==> src/rtl/riscv_mem_pkg.sv <==
`default_nettype none
// ============================================================================
// Module  : riscv_mem_pkg
// Brief   : Shared FSM state type, RV32I memory width codes and decode helpers
// Revision: 1.0 - initial release
// ============================================================================
package riscv_mem_pkg;

    typedef enum logic [1:0] {
        IDLE  = 2'd0,
        READ  = 2'd1,
        WRITE = 2'd2,
        RESP  = 2'd3
    } lsu_state_t;

    localparam logic [2:0] LB  = 3'b000;
    localparam logic [2:0] LH  = 3'b001;
    localparam logic [2:0] LW  = 3'b010;
    localparam logic [2:0] LBU = 3'b100;
    localparam logic [2:0] LHU = 3'b101;
    localparam logic [2:0] SB  = 3'b000;
    localparam logic [2:0] SH  = 3'b001;
    localparam logic [2:0] SW  = 3'b010;

    function automatic logic load_f3_valid(input logic [2:0] f3);
        return (f3 == LB) || (f3 == LH) || (f3 == LW) || (f3 == LBU) || (f3 == LHU);
    endfunction

    function automatic logic store_f3_valid(input logic [2:0] f3);
        return (f3 == SB) || (f3 == SH) || (f3 == SW);
    endfunction

endpackage
`default_nettype wire

==> src/rtl/lsu_align.sv <==
`default_nettype none
// ============================================================================
// Module  : lsu_align
// Brief   : Big-endian load extraction and sub-word store merge (combinational)
// Revision: 1.0 - initial release
// ============================================================================
module lsu_align
    import riscv_mem_pkg::*;
(
    input  logic [2:0]  i_funct3,
    input  logic [31:0] i_rd_word,
    input  logic [31:0] i_wdata,
    output logic [31:0] o_load_data,
    output logic [31:0] o_store_data
);

    // The addressed byte sits in the top lane of the word.
    always_comb begin
        o_load_data = 32'h0;
        case (i_funct3)
            LB:      o_load_data = {{24{i_rd_word[31]}}, i_rd_word[31:24]};
            LBU:     o_load_data = {24'h0, i_rd_word[31:24]};
            LH:      o_load_data = {{16{i_rd_word[31]}}, i_rd_word[31:16]};
            LHU:     o_load_data = {16'h0, i_rd_word[31:16]};
            LW:      o_load_data = i_rd_word;
            default: o_load_data = 32'h0;
        endcase
    end

    always_comb begin
        o_store_data = i_wdata;
        case (i_funct3)
            SB:      o_store_data = {i_wdata[7:0], i_rd_word[23:0]};
            SH:      o_store_data = {i_wdata[15:0], i_rd_word[15:0]};
            default: o_store_data = i_wdata;
        endcase
    end

endmodule
`default_nettype wire

==> src/rtl/load_store_unit.sv <==
`default_nettype none
// ============================================================================
// Module  : load_store_unit
// Brief   : Single-outstanding RV32I load/store unit with sub-word RMW stores
// Revision: 1.0 - initial release
// ============================================================================
module load_store_unit
    import riscv_mem_pkg::*;
#(
    parameter int MEM_LAST_ADDR = 5120
) (
    input  logic        clk,
    input  logic        rst,
    input  logic        req_valid,
    output logic        req_ready,
    input  logic        req_write,
    input  logic [2:0]  req_funct3,
    input  logic [31:0] req_addr,
    input  logic [31:0] req_wdata,
    output logic        resp_valid,
    output logic [31:0] resp_rdata,
    output logic        resp_err,
    output logic        mem_read,
    output logic        mem_write,
    output logic [31:0] mem_addr,
    output logic [31:0] mem_wdata,
    input  logic [31:0] mem_rdata
);

    localparam logic [32:0] c_mem_last = 33'(MEM_LAST_ADDR);

    lsu_state_t  r_state;
    lsu_state_t  w_next;
    logic [31:0] r_addr;
    logic [31:0] r_wdata;
    logic [2:0]  r_funct3;
    logic        r_write;
    logic        r_err;
    logic [31:0] r_rd;
    logic [31:0] r_resp_rdata;
    logic        r_resp_err;
    logic        w_fault;
    logic        w_accept;
    logic [31:0] w_load_data;
    logic [31:0] w_store_data;

    // 33-bit sum so addresses near 2^32 cannot wrap past the bound check.
    assign w_fault  = (({1'b0, req_addr} + 33'd3) > c_mem_last) ||
                      (req_write ? !store_f3_valid(req_funct3) : !load_f3_valid(req_funct3));
    assign w_accept = (r_state == IDLE) && req_valid;
    assign mem_addr = r_addr;

    lsu_align u_align (
        .i_funct3     (r_funct3),
        .i_rd_word    (r_rd),
        .i_wdata      (r_wdata),
        .o_load_data  (w_load_data),
        .o_store_data (w_store_data)
    );

    always_ff @(posedge clk) begin
        if (rst) begin
            r_state <= IDLE;
        end else begin
            r_state <= w_next;
        end
    end

    always_ff @(posedge clk) begin
        if (rst) begin
            r_addr       <= 32'h0;
            r_wdata      <= 32'h0;
            r_funct3     <= 3'b000;
            r_write      <= 1'b0;
            r_err        <= 1'b0;
            r_rd         <= 32'h0;
            r_resp_rdata <= 32'h0;
            r_resp_err   <= 1'b0;
        end else begin
            if (w_accept) begin
                r_addr   <= req_addr;
                r_wdata  <= req_wdata;
                r_funct3 <= req_funct3;
                r_write  <= req_write;
                r_err    <= w_fault;
            end
            if (r_state == READ) begin
                r_rd <= mem_rdata;
            end
            // Capture the response so it stays visible until the next one.
            if (r_state == RESP) begin
                r_resp_rdata <= resp_rdata;
                r_resp_err   <= resp_err;
            end
        end
    end

    // Memory strobes are masked by rst so an aborted access never reaches memory.
    always_comb begin
        w_next     = r_state;
        req_ready  = 1'b0;
        mem_read   = 1'b0;
        mem_write  = 1'b0;
        mem_wdata  = 32'h0;
        resp_valid = 1'b0;
        resp_rdata = r_resp_rdata;
        resp_err   = r_resp_err;
        case (r_state)
            IDLE: begin
                req_ready = 1'b1;
                if (req_valid) begin
                    if (w_fault) begin
                        w_next = RESP;
                    end else if (req_write && (req_funct3 == SW)) begin
                        w_next = WRITE;
                    end else begin
                        w_next = READ;
                    end
                end
            end
            READ: begin
                mem_read = !rst;
                w_next   = r_write ? WRITE : RESP;
            end
            WRITE: begin
                mem_write = !rst;
                mem_wdata = rst ? 32'h0 : w_store_data;
                w_next    = RESP;
            end
            RESP: begin
                resp_valid = !rst;
                resp_rdata = (r_err || r_write) ? 32'h0 : w_load_data;
                resp_err   = r_err;
                w_next     = IDLE;
            end
            default: w_next = IDLE;
        endcase
    end

endmodule
`default_nettype wire

==> config.mk <==
export PLATFORM = sky130hd
export DESIGN_NAME = load_store_unit
export DESIGN_NICKNAME = d
export VERILOG_FILES = /design/src/rtl/riscv_mem_pkg.sv /design/src/rtl/lsu_align.sv /design/src/rtl/load_store_unit.sv
export SDC_FILE = /design/constraint.sdc
export NUM_CORES = 1
export LEC_CHECK = 0
export BUFFER_PORTS_ARGS = -buffer_cell sky130_fd_sc_hd__buf_2
export CAP_MARGIN = 30
export CORE_MARGIN = 2
export CORE_UTILIZATION = 35
export CTS_BUF_LIST = sky130_fd_sc_hd__clkbuf_4 sky130_fd_sc_hd__clkbuf_8 sky130_fd_sc_hd__clkbuf_16
export CTS_CLUSTER_SIZE = 8
export DETAILED_ROUTE_END_ITERATION = 8
export PLACE_DENSITY_LB_ADDON = 0.25
export SYNTH_ARGS = -nofsm -noshare
export SYNTH_HDL_FRONTEND = slang
export SYNTH_SLANG_ARGS = --single-unit
==> constraint.sdc <==
create_clock -name clk -period 2.3 [get_ports clk]
set_input_delay 0.115 -clock clk [delete_from_list [all_inputs] [get_ports clk]]
set_output_delay 0.115 -clock clk [all_outputs]
set_load 0.03 [all_outputs]
---- After elaboration in Yosys (flattened, before gate mapping) ----
Index checks and enable logic that the tools add are counted.
storage, ports and cells
  memories kept ........................... 0
  input port bits ......................... 103
  bits in latches ......................... 0
  memory bits (read-only) ................. 0
  register bits after elaboration ......... 136
  word-level logic and storage cells ...... 54
  output and inout bits ................... 101
  memory bits (writable) .................. 0
cells by class
  add/sub/neg operators ................... 1
  bitwise logic cells ..................... 0
  shift-type cells ........................ 0
  equality and inequality tests ........... 12
  div/mod/pow operators ................... 0
  multiply operators ...................... 0
  multiplexer cells ....................... 17
  magnitude comparators ................... 1
  reductions and logical operators ........ 14
operator list
  operator                                              number
  case mux 32 bit (5 select lines)                      1
  two-way mux 32 bit                                    4
  case mux 32 bit (2 select lines)                      1
  adder 32 x 2 -> 33 bit, second input constant         1
  > comparator 33 x 13 -> 1 bit, second input constant  1
  == test 3 bit, second input constant                  4
  case mux 2 bit (4 select lines)                       1
  two-way mux 1 bit                                     7
  == test 3 x 1 -> 1 bit, second input constant         2
  == test 3 x 2 -> 1 bit, second input constant         2
  logical NOT 3 bit                                     2
  logical OR 1 bit                                      6
  two-way mux 2 bit                                     3
  == test 2 bit, second input constant                  2
  logical NOT 1 bit                                     3
  == test 2 x 1 -> 1 bit, second input constant         1
  logical AND 1 bit                                     2
  logical NOT 2 bit                                     1
  != test 2 bit, second input constant                  1

---- Logic depth before layout (Yosys ltp) ----
  word-level depth ........................ 11
  mapped depth ............................ 8
  mapped depth without buffers ............ 7

---- Modules after synthesis ----
Synthesis repeated with hierarchy kept, for this count alone.
unflattened totals
  cell total of the unflattened synthesis .. 901
  area, all modules ....................... 7123.1 um^2
by module, submodules not included
  module           area an instance (um^2)  sequential area each (um^2)  cells an instance  times used
  load_store_unit  5780.5                   2722.6                       721                1
  lsu_align        1342.5                   0.0                          180                1

---- Least setup slack after synthesis ----
OpenSTA, ideal clock, no wires.
  kind .................................... register to output
  start ................................... reg r_funct3[0]
  end ..................................... out mem_wdata[22]
  arrival ................................. 2.186 ns
  path buffers ............................ 3
  setup slack ............................. -0.001 ns
  required time ........................... 2.185 ns
  cell stages (with the launch flop) ...... 6
  path through ............................ dfxtp_1 -> buf_2 -> buf_1 -> buf_2 -> mux2i_1 -> a211oi_1
between the ends
  cells in the longest elaborated chain, start to end .. 4
  elaborated cells between the ends (all ways) .. 5
  classes of those cells .................. eq/ne (1); mux (3); reduce/logical (1)
ends and longest elaborated chain
  what                                                                RTL line                source
  start: declaration                                                  load_store_unit.sv:36   logic [2:0] r_funct3;
  start signal: assignment                                            load_store_unit.sv:83   r_funct3 <= req_funct3;
  == test 3 x 1 -> 1 bit / logical NOT 3 bit (equally long branches)  lsu_align.sv:32         case (i_funct3)
  case mux 32 bit (2 select lines) (*)                                lsu_align.sv:32
  two-way mux 32 bit (*)                                              load_store_unit.sv:127  mem_wdata = rst ? 32'h0 : w_store_data;
  two-way mux 32 bit (*)                                              load_store_unit.sv:108  case (r_state)
  end: declaration                                                    load_store_unit.sv:26   output logic [31:0] mem_wdata,
Every way passes the cells marked *; elsewhere a longest branch is shown, timed or not.

---- Final worst setup path ----
  start ................................... in req_addr[10]
  end ..................................... reg r_state[1]
between the ends
  cells in the longest elaborated chain, start to end .. 6
ends and longest elaborated chain
  what                             RTL line                source
  start: declaration               load_store_unit.sv:18   input logic [31:0] req_addr,
  adder 32 x 2 -> 33 bit           load_store_unit.sv:48   assign w_fault = (({1'b0, req_addr} + 33'd3) > c_mem_last) ||
  > comparator 33 x 13 -> 1 bit    load_store_unit.sv:48
  logical OR 1 bit                 load_store_unit.sv:48
  two-way mux 2 bit                load_store_unit.sv:112  if (w_fault) begin
  two-way mux 2 bit                load_store_unit.sv:111  if (req_valid) begin
  case mux 2 bit (4 select lines)  load_store_unit.sv:108
  end signal: assignment           load_store_unit.sv:65   r_state <= w_next;
  end: declaration                 load_store_unit.sv:32   lsu_state_t r_state;
No other way between the ends. The select of a mux whose other input is x is not followed.
A chain may end at the register's enable or synchronous reset.

==> flow_metrics.py <==
metrics = {
    "setup_path": {
        "reg2reg_from": "r_state[1]",
        "cp-start-kind": "primary input",
        "required_ns": 2.58,
        "crit_fanout": 7,
        "r2r-end": "mem_addr[5]",
        "critPathKind": "primary input to register",
        "rr_worst_depth": 6,
        "cp.arrival_ns": 2.49,
        "regToRegSetupSlack_ns": 0.55,
        "crit_path_start": "req_addr[10]",
        "worstSetupEndpointType": "register",
        "crit_end": "r_state[1]",
    },
    "sta": {
        "fin_crit_ns": 2.21,
        "tightest_slew_ns": 0.710,
        "max_clock_freq_mhz": 452,
        "tns_ns": 0,
        "rsz0062_at_grt": "no",
        "fin_skew_ns": 0.0204,
        "worst_slack_ns": 0.0895,
        "setup_violations": 0,
        "finalHoldViolations": 0,
        "finalCritPeriodShare_pct": 96.1,
        "holdWs_ns": 0.0372,
        "relSlewSlack_pct": 52.6,
        "slew_viol_final": 0,
    },
    "clock_tree": {
        "root_buffer": "clkbuf_16",
        "path_clk_slew_ns": 0.06,
        "htreeDepth": 4,
        "postCtsSetupBuffers": 0,
        "cts_buffers": 17,
        "clk_path_buf_depth": 2,
        "cts.sinks": 136,
        "cts_tree": "yes",
        "worst_skew_pair.late_latency_ns": 0.43,
    },
    "job": {
        "cap_viol_max_count": 0,
    },
    "power_and_ir_drop": {
        "leakage_nw": 3.96,
        "power.density_nw_per_um2": 945,
        "peakVddDrop_uv": 533,
        "finalPower_mw": 8.96,
    },
    "cells_and_area": {
        "final_cells": 1366,
        "finalNetCount": 1226,
        "syn2layout_area_growth_pct": 44.6,
        "drive_gt1_share_pct": 26.3,
    },
    "logic_synthesis": {
        "synth.distinct_cells": 61,
        "syn_nets": 955,
        "synth_top_area_share_pct": 41.5,
        "synth_top_area_cell": "dfxtp_1",
        "syn_avg_cell_area_sq_um": 7.74,
        "ys_ff_latch": 136,
        "yosysSeqAreaShare_pct": 41.5,
        "async_reset_ff_share_pct": 0,
        "netlist_area_sq_um": 6560,
        "ys.warnings.count": 0,
        "ys.flop_type": "dfxtp_1",
        "synth_cells": 848,
        "synthTopCellsByArea": "dfxtp_1 42%, nand2_1 10%, a21oi_1 9.4%",
        "synth_edf_count": 0,
    },
    "global_route": {
        "grt_max_degree": 140,
        "antenna_found_initial": 1,
        "gr-total-overflow": 0,
        "grt_pass1_wl_um": 35200,
        "grt_pass1_vias": 6621,
        "gr-usage-all-layers_pct": 22.6,
    },
    "detailed_routing": {
        "drt-wirelength-per-cell_um": 16.3,
        "wirelength_um": 22200,
        "firstDrtPassIters": 5,
        "ant_nets": 0,
        "drc_errors": 0,
        "viasPerCell": 4.92,
        "num_vias": 6726,
        "drt-initial-drc-count": 349,
    },
    "die": {
        "placement_rows": 50,
        "core_area_sq_um": 18500,
        "die_area_sq_um": 19900,
        "die_h_um": 141,
        "ios": 204,
        "die_width_um": 141,
        "start_util_pct": 35.4,
    },
    "hold_path": {
        "hp-class": "primary input to register",
    },
    "placed_design": {
        "place_ws_ns": 0.0585,
        "port_buffers": 203,
        "dpl.hpwl_um": 14900,
        "dp_cells": 1241,
        "routabilityCongestion": 0.895,
    },
    "status": {
        "status": "finished clean",
    },
}
## worst min-delay path by stage
stage | start | to | cells past startpoint
2_1_floorplan | req_wdata[16] | r_wdata[16] | 2
3_3_place_gp | mem_rdata[1] | r_rd[1] | 3
3_5_place_dp | mem_rdata[1] | r_rd[1] | 3
4_1_cts | req_addr[17] | mem_addr[17] | 3
5_1_grt | req_addr[17] | mem_addr[17] | 3
6_report | req_addr[17] | mem_addr[17] | 3
## logic make-up (layout without fill, tap and decap cells)
logic type / Yosys count / count (layout) / share of synthesized area (%)
mux: 61 / 61 / 9.35
buf+inv: 109 / 392 / 6.89
other cells: 0 / 1 / 0
xor+xnor: 4 / 4 / 0.534
compound gates: 197 / 197 / 17.5
flops: 136 / 136 / 41.5
simple gates: 337 / 337 / 23.5
fa+ha+maj: 4 / 4 / 0.763
## through the flow
step	area, sq um	util (%)
6_report	9480	51.2
5_1_grt	9480	51.2
4_1_cts	9420	50.9
3_5_place_dp	7880	42.6
3_3_place_gp	7880	42.6
2_1_floorplan	6610	-
## layer usage
layer / vias to the layer above / track usage, % / part of all wire, %
met4: 0 / 9.32 / 2.7
met1: 3106 / 29.8 / 46
met5: - / 0 / 0
met3: 34 / 5.16 / 5.0
met2: 172 / 35.6 / 46
li1: 3414 / - / -
## worst max-delay path, stage by stage
cell           delay [ns]
dlygate4sd3_1        0.52
buf_2                0.12
o211ai_1             0.14
nor4_4               0.29
buf_6                0.19
nand4_2              0.13
o2bb2ai_2            0.15
or4b_4               0.49
o31ai_4              0.28
o21ai_2              0.07
## registers in the layout, summed over array words and instances, names as in the netlist
register      count
mem_addr         32
r_rd             32
r_resp_rdata     32
r_wdata          32
r_funct3          3
r_state           2
r_err             1
r_resp_err        1
r_write           1
## repair_timing
item | in CTS | in global routing
endpoints found under the hold margin | 95 | 0
resized for setup | 0 | 16
hold buffers | 95 | 0
endpoints found under the setup margin | 0 | 18
## report_power, final
part	internal [mW]	switching, mW	leakage, nW
clock	1.70	1.06	0.277
sequential	2.73	0.338	1.11
combinational	1.16	1.97	2.58
total	5.60	3.36	3.96
## area by class of cell
| type | count | area [sq um] |
|---|---|---|
| repair buffers | 319 | 2220 |
| fillers | 1831 | 9030 |
| well taps | 234 | 293 |
| inverters | 42 | 158 |
| multi-input cells | 603 | 3500 |
| clock buffers | 18 | 433 |
| diodes | 1 | 2.50 |
| clock inverters | 13 | 156 |
| flip-flops and latches | 136 | 2720 |
## Yosys cell counts (all sizes together), types with 3 or more instances
master  instances
nor4            4
o21ai           5
inv            42
clkbuf         53
a31oi           3
mux2i          59
or2             3
nor2b          37
nor2           76
nand3          10
ha              4
nand4           7
o211ai          3
dfxtp         136
nor3            5
buf            13
o22ai          32
a21oi         123
and3            4
a211oi         16
nand2         176
## layout by cell type, fill, tap and decap left out, drive strengths merged, types with 3 or more instances in the layout
master       Yosys  final
buf             13    222
nand2          176    176
dfxtp          136    136
a21oi          123    123
dlygate4sd3      0     95
nor2            76     76
mux2i           59     59
inv             42     42
nor2b           37     37
o22ai           32     32
clkbuf          53     20
a211oi          16     16
nand3           10     10
nand4            7      7
nor3             5      5
clkinvlp         0      5
o21ai            5      5
clkinv           0      5
and3             4      4
ha               4      4
nor4             4      4
or2              3      3
o211ai           3      3
a31oi            3      3
bufinv           0      3
No activity file was read; power rests on OpenSTA's default activity.
